`config.mk`:
```
export PLATFORM = sky130hd
export DESIGN_NAME = axis_split_arbiter
export DESIGN_NICKNAME = d
export VERILOG_FILES = /design/src/rtl/axis_split_arbiter.sv
export SDC_FILE = /design/constraint.sdc
export NUM_CORES = 1
export LEC_CHECK = 0
export CORE_MARGIN = 2
export CORE_UTILIZATION = 40
export DETAILED_ROUTE_END_ITERATION = 8
export GPL_ROUTABILITY_DRIVEN = 1
export HOLD_SLACK_MARGIN = 0.03
export PLACE_DENSITY = 0.77
export REMOVE_ABC_BUFFERS = 1
export SLEW_MARGIN = 25
export SYNTH_ARGS = -nofsm -noshare
export SYNTH_HDL_FRONTEND = slang
export SYNTH_SLANG_ARGS = --single-unit
```
`constraint.sdc`:
```
create_clock -name axis_aclk -period 2.11 [get_ports axis_aclk]
set_clock_uncertainty 0.2 [all_clocks]
set_input_delay 0.3165 -clock axis_aclk [delete_from_list [all_inputs] [get_ports axis_aclk]]
set_output_delay 0.3165 -clock axis_aclk [all_outputs]
set_load 0.005 [all_outputs]
```
`src/rtl/axis_split_arbiter.sv`:
```
// Two-input round-robin AXI-Stream arbiter with a fully registered master port.
// Grants are held per packet (TLAST) or per burst of BURST_LEN beats.
module axis_split_arbiter #(
  parameter int unsigned C_AXIS_TDATA_WIDTH = 32,
  parameter string       ARB_MODE           = "PACKET",
  parameter int unsigned BURST_LEN          = 1
) (
  input  logic                            axis_aclk,
  input  logic                            axis_areset,
  output logic                            s0_axis_tready,
  input  logic                            s0_axis_tvalid,
  input  logic [C_AXIS_TDATA_WIDTH-1:0]   s0_axis_tdata,
  input  logic                            s0_axis_tlast,
  input  logic [C_AXIS_TDATA_WIDTH/8-1:0] s0_axis_tstrb,
  output logic                            s1_axis_tready,
  input  logic                            s1_axis_tvalid,
  input  logic [C_AXIS_TDATA_WIDTH-1:0]   s1_axis_tdata,
  input  logic                            s1_axis_tlast,
  input  logic [C_AXIS_TDATA_WIDTH/8-1:0] s1_axis_tstrb,
  input  logic                            m_axis_tready,
  output logic                            m_axis_tvalid,
  output logic [C_AXIS_TDATA_WIDTH-1:0]   m_axis_tdata,
  output logic                            m_axis_tlast,
  output logic [C_AXIS_TDATA_WIDTH/8-1:0] m_axis_tstrb,
  output logic                            m_axis_tid,
  output logic [1:0]                      grant
);

  localparam int unsigned DATA_W    = C_AXIS_TDATA_WIDTH;
  localparam int unsigned STRB_W    = C_AXIS_TDATA_WIDTH / 8;
  localparam bit          BEAT_MODE = (ARB_MODE == "BEAT");
  localparam logic [7:0]  CNT_LAST  = 8'(BURST_LEN - 1);

  typedef enum logic [1:0] {
    S_IDLE   = 2'd0,
    S_GRANT0 = 2'd1,
    S_GRANT1 = 2'd2
  } state_t;

  state_t              r_state;
  state_t              w_state_nxt;
  logic                r_last_grant;
  logic                w_last_grant_nxt;
  logic [7:0]          r_cnt;
  logic [7:0]          w_cnt_nxt;

  logic                r_valid;
  logic [DATA_W-1:0]   r_data;
  logic                r_last;
  logic [STRB_W-1:0]   r_strb;
  logic                r_tid;

  logic                w_out_free;
  logic                w_hs0;
  logic                w_hs1;
  logic                w_burst_done;
  logic                w_rel0;
  logic                w_rel1;

  // Slave readies follow the output register's ability to accept a beat.
  assign w_out_free     = ~r_valid | m_axis_tready;
  assign s0_axis_tready = (r_state == S_GRANT0) & w_out_free & ~axis_areset;
  assign s1_axis_tready = (r_state == S_GRANT1) & w_out_free & ~axis_areset;
  assign w_hs0          = s0_axis_tready & s0_axis_tvalid;
  assign w_hs1          = s1_axis_tready & s1_axis_tvalid;
  assign w_burst_done   = BEAT_MODE && (r_cnt == CNT_LAST);
  assign w_rel0         = w_hs0 & (s0_axis_tlast | w_burst_done);
  assign w_rel1         = w_hs1 & (s1_axis_tlast | w_burst_done);

  always_ff @(posedge axis_aclk) begin
    if (axis_areset) begin
      r_state      <= S_IDLE;
      r_last_grant <= 1'b1;
      r_cnt        <= 8'd0;
    end else begin
      r_state      <= w_state_nxt;
      r_last_grant <= w_last_grant_nxt;
      r_cnt        <= w_cnt_nxt;
    end
  end

  always_comb begin
    w_state_nxt      = r_state;
    w_last_grant_nxt = r_last_grant;
    w_cnt_nxt        = r_cnt;
    unique case (r_state)
      S_IDLE: begin
        if (s0_axis_tvalid && s1_axis_tvalid) begin
          w_state_nxt = r_last_grant ? S_GRANT0 : S_GRANT1;
        end else if (s0_axis_tvalid) begin
          w_state_nxt = S_GRANT0;
        end else if (s1_axis_tvalid) begin
          w_state_nxt = S_GRANT1;
        end
      end
      S_GRANT0: begin
        if (w_rel0) begin
          w_last_grant_nxt = 1'b0;
          w_cnt_nxt        = 8'd0;
          w_state_nxt      = s1_axis_tvalid ? S_GRANT1 : S_IDLE;
        end else if (w_hs0 && BEAT_MODE) begin
          w_cnt_nxt = r_cnt + 8'd1;
        end
      end
      S_GRANT1: begin
        if (w_rel1) begin
          w_last_grant_nxt = 1'b1;
          w_cnt_nxt        = 8'd0;
          w_state_nxt      = s0_axis_tvalid ? S_GRANT0 : S_IDLE;
        end else if (w_hs1 && BEAT_MODE) begin
          w_cnt_nxt = r_cnt + 8'd1;
        end
      end
      default: w_state_nxt = S_IDLE;
    endcase
  end

  // Output register: load on a slave handshake, drain when downstream accepts.
  always_ff @(posedge axis_aclk) begin
    if (axis_areset) begin
      r_valid <= 1'b0;
      r_data  <= '0;
      r_last  <= 1'b0;
      r_strb  <= '0;
      r_tid   <= 1'b0;
    end else if (w_hs0 || w_hs1) begin
      r_valid <= 1'b1;
      r_data  <= w_hs1 ? s1_axis_tdata : s0_axis_tdata;
      r_last  <= w_hs1 ? s1_axis_tlast : s0_axis_tlast;
      r_strb  <= w_hs1 ? s1_axis_tstrb : s0_axis_tstrb;
      r_tid   <= w_hs1;
    end else if (m_axis_tready) begin
      r_valid <= 1'b0;
    end
  end

  assign m_axis_tvalid = r_valid;
  assign m_axis_tdata  = r_data;
  assign m_axis_tlast  = r_last;
  assign m_axis_tstrb  = r_strb;
  assign m_axis_tid    = r_tid;
  assign grant         = {r_state == S_GRANT1, r_state == S_GRANT0};

endmodule

```
# Yosys cells after proc, flatten, opt, wreduce, memory -nomap -nowiden

Cells that the tools add are included.

Flip-flop bits (word level): 42
Input bits: 79
Output and inout bits: 43
Word-level logic and storage cells: 47

Equality and inequality tests: 5
Multiplexer cells: 17
Bitwise gates (word level): 11
Reduce and logical (&&, ||, !) cells: 7

Operators with widths:

| cell               | count |
|---|---|
| $mux 32            | 1 |
| $mux 2             | 7 |
| $and 1x1->1        | 8 |
| $mux 1             | 6 |
| $pmux 2 s3         | 1 |
| $reduce_and 3->1   | 2 |
| $mux 4             | 1 |
| $ne 2x1->1 const B | 2 |
| $ne 4x4->1 const B | 1 |
| $reduce_bool 2->1  | 2 |
| $eq 2x1->1 const B | 1 |
| $eq 2x2->1 const B | 1 |
| $logic_not 2->1    | 1 |
| $not 1->1          | 2 |
| $pmux 1 s2         | 1 |
| $logic_and 1x1->1  | 1 |
| $logic_or 1x1->1   | 1 |
| $or 1x1->1         | 1 |

# Depth between registers and ports, before layout

Depth in word-level cells: 8
Depth in mapped cells: 6
Depth with buffers taken out: 4

# Worst setup path after synthesis

OpenSTA, ideal clock, no wires.

Path kind: register -> output
Start point: register r_valid (netlist: m_axis_tvalid)
End point: output port s1_axis_tready
Arrival time: 1.167 ns
Data required time: 1.594 ns
Path slack: 0.426 ns
Stages on the path, launching flop included: 5
Buffers on the path: 2
Path through: dfxtp_1 nor2b_1 buf_2 buf_1 nor3_1

Cells in the longest elaborated chain, start to end: 4

RTL lines:

| item                      | line | source |
|---|---|---|
| start, declared           | 47   | `logic r_valid;` |
| start signal, assigned    | 121  | `r_valid <= 1'b0;` |
| start signal, assigned    | 127  | `r_valid <= 1'b1;` |
| start signal, assigned    | 133  | `r_valid <= 1'b0;` |
| $not 1->1                 | 61   | `assign w_out_free = ~r_valid \| m_axis_tready;` |
| $or 1x1->1                | 61   |  |
| $and 1x1->1 (2 in series) | 63   | `assign s1_axis_tready = (r_state == S_GRANT1) & w_out_free & ~axis_areset;` |
| end, declared             | 15   | `output logic s1_axis_tready,` |

Every way passes these cells.

# Worst setup path in the final report

Start point: register r_state[0]
End point: output port grant[1]

Cells in the longest elaborated chain, start to end: 1

RTL lines:

| item                   | line | source |
|---|---|---|
| start, declared        | 40   | `state_t r_state;` |
| start signal, assigned | 76   | `r_state <= w_state_nxt;` |
| $eq 2x2->1             | 142  | `assign grant = {r_state == S_GRANT1, r_state == S_GRANT0};` |
| end, declared          | 26   | `output logic [1:0] grant` |

Every way passes these cells.

==> reports/results.txt <==
initial DRC count - 204
family with the most delay on the worst path - buffers and inverters
Post-CTS Hold Buffers - 0
Tot GR Track Use - 0.226
commonest cells in the netlist - 73 x o31ai_1, 42 x dfxtp_1, 38 x a31oi_1
Critical Path Max Stage Delay - 0.50 ns
Async S/R FF share, synth - 0
Inst Count DP - 442
pin count of the biggest net entering global routing - 48
HP Class - in2reg
Leak - 0.00131 uW
global-route wire length before repair - 11800 um
Max FO, Critical Path - 8
first element of the critical path - r_state[0]$_SDFFE_PP0P_
Clock Latency Late Sink - 0.29 ns
busiest grt layer - met2
diode count - 0
top cells by area, synth - dfxtp_1 35%, o31ai_1 23%, or4b_1 15%, a31oi_1 10%, clkbuf_1 4.6%
post-route insts no fill - 450
Detailed Routing Iterations Pass 1 - 4
final WL - 7590 um
Clock Path Buffers - 2
ANT nets after route - 0
R2R cell count - 4
DIE AREA - 6560 um^2
Syn Inst Count - 263
Worst-Margin Slew - 0.297 ns
r2r startpoint - r_state[1]$_SDFFE_PP0P_
unrepaired setup endpoints after global routing - false
Max VDD drop - 282 uV
H-tree Lvls - 2
initial core utilization - 0.408
Die Ht - 81.0 um
Remaining DRCs - 0
Overflow after GRT - 0
Yosys warnings - 0
IO Pins - 122
Total Neg Setup Slack - 0 ns
fin nets - 453
sequential share of the synthesized area - 0.354
worst hold path depth - 3
Post-Synthesis Mean Instance Area - 9.02 um^2
FF+latch count, synth - 42
Post-synth EDFFs - 0
outcome - finished, final reports clean
WL per Instance - 16.9 um
Worst setup SP type - register
min Tclk post-route - 2.00 ns
Post-synth top flop - dfxtp_1
CORE AREA - 5820 um^2
via count - 2703
count leader, synth - o31ai_1
Max-Cap Viols - 0
WS Path Type - reg2out
met2 usage - 0.368
vias per inst - 6.01
Final Wtd Congestion - 0.806
Filler cells - 508
hold path startpoint - axis_areset
Synth top area share - 0.354
crit path cell chain - nand2b_2 -> inv_2 -> clkdlybuf4s50_1
Fin. Hold Viols - 0
Rows - 28
Port-buffer cells - 121
vias in the first global route - 2467
CTS clk-pin slew, worst paths - 0.08 ns
CP bufs+invs - 2
relative slew slack - 0.797
Synth Cell Area - 2370 um^2
Final Max Slew Viols - 0
initial antenna violation count - 0
Clock Sinks - 42
root cell of the clock tree - clkbuf_8
share of layout cells above drive strength 1 - 0.109
library cells used by synthesis - 32
cell taking the most area after synthesis - dfxtp_1
slowest CP cell - clkdlybuf4s50_1
cell count along the critical path - 3
Post-DP HPWL - 5190 um
met3 GRT Util - 0.0567
Final setup violation count - 0
Layout Area Growth over Synthesis - 62.8%
fmax - 500 MHz
setup bufs post-CTS - 0
width of the chip - 81.0 um
crit share post-route - 0.947
Worst EP arrival - 1.48 ns
GR Util met1 - 0.304
TritonCTS Buffers - 5
CTS tree - yes
Pwr per Cell Area - 527 nW/um^2
Setup crit end kind - primary output
worst endpoint required time - 1.59 ns
-- state kept, by name, summed over array words and instances (netlist names) --
register and cells:
m_axis_tdata 32, m_axis_tstrb 4, m_axis_tid 1, r_state 2
m_axis_tlast 1, m_axis_tvalid 1, r_last_grant 1
-- cells by family after synthesis --
family | after synthesis | share of synthesized area
AOI/OAI and AO/OA | 119 | 0.358
buffers and inverters | 44 | 0.0807
and+or+nand+nor | 58 | 0.207
DFF | 42 | 0.354
-- metal layers --
layer,vias up,wire [um]
met4,0,65
li1,1319,-
met5,-,0
met2,104,3590
met1,1274,3350
met3,6,585
-- cells in the final DEF (no fill, tap or decap), types with 2 or more instances in the layout --
cell / netlist / routed
clkdlybuf4s50_1: 0 / 117
o31ai_1: 73 / 73
dfxtp_1: 42 / 40
a31oi_1: 38 / 38
or4b_1: 36 / 36
buf_4: 1 / 20
clkbuf_8: 0 / 5
buf_12: 0 / 4
nand2_1: 3 / 3
nor3_1: 4 / 3
nor2b_4: 0 / 2
nand2b_1: 3 / 2
nand4_1: 2 / 2
clkinv_2: 0 / 2
dlymetal6s2s_1: 0 / 2
-- where the power goes --
part | switching (uW) | total (uW) | internal, uW
sequential | 34.2 | 875 | 841
clock | 293 | 641 | 349
combinational | 207 | 520 | 314
total | 533 | 2040 | 1500
-- per-stage QoR --
| stage | hold slack (ns) | worst slack [ns] | utilization | total power (uW) | area, um^2 |
|---|---|---|---|---|---|
| after floorplan | 0.186 | -2.81 | - | 1050 | 2190 |
| after global placement | 0.268 | -0.0476 | 0.641 | 1390 | 3730 |
| after detailed placement | 0.275 | -0.111 | 0.641 | 1410 | 3730 |
| after CTS | 0.255 | 0.00642 | 0.662 | 2050 | 3850 |
| after global routing | 0.272 | 0.0602 | 0.664 | 2130 | 3860 |
| final | 0.263 | 0.112 | 0.664 | 2040 | 3860 |
-- area by class of cell --
type	count	area (um^2)	share of cell area
multi-input combinational	177	1360	0.353
timing repair buffer	145	1440	0.373
inverter	3	11.3	0.00292
tap	75	93.8	0.0243
clock buffer	5	68.8	0.0178
clock inverter	3	40.0	0.0104
sequential	42	846	0.219
-- worst min-delay path, cell delays in order --
cell,delay [ns]
buf_2,0.16
buf_4,0.19
a31oi_1,0.05
-- final timing paths --
check                             endpoint  slack [ns]
max                               grant[1]        0.11
min             m_axis_tvalid$_SDFFE_PP0P_        0.26
max reg2reg  m_axis_tdata[31]$_SDFFE_PP0P_        0.29
min reg2reg  m_axis_tdata[20]$_SDFFE_PP0P_        0.28
-- repair_timing --
| action | CTS | global route |
|---|---|---|
| setup endpoints to repair | 2 | 2 |
| pin swaps | 0 | 0 |
| resized for setup | 6 | 4 |
Power figures use the tool's default switching activity.
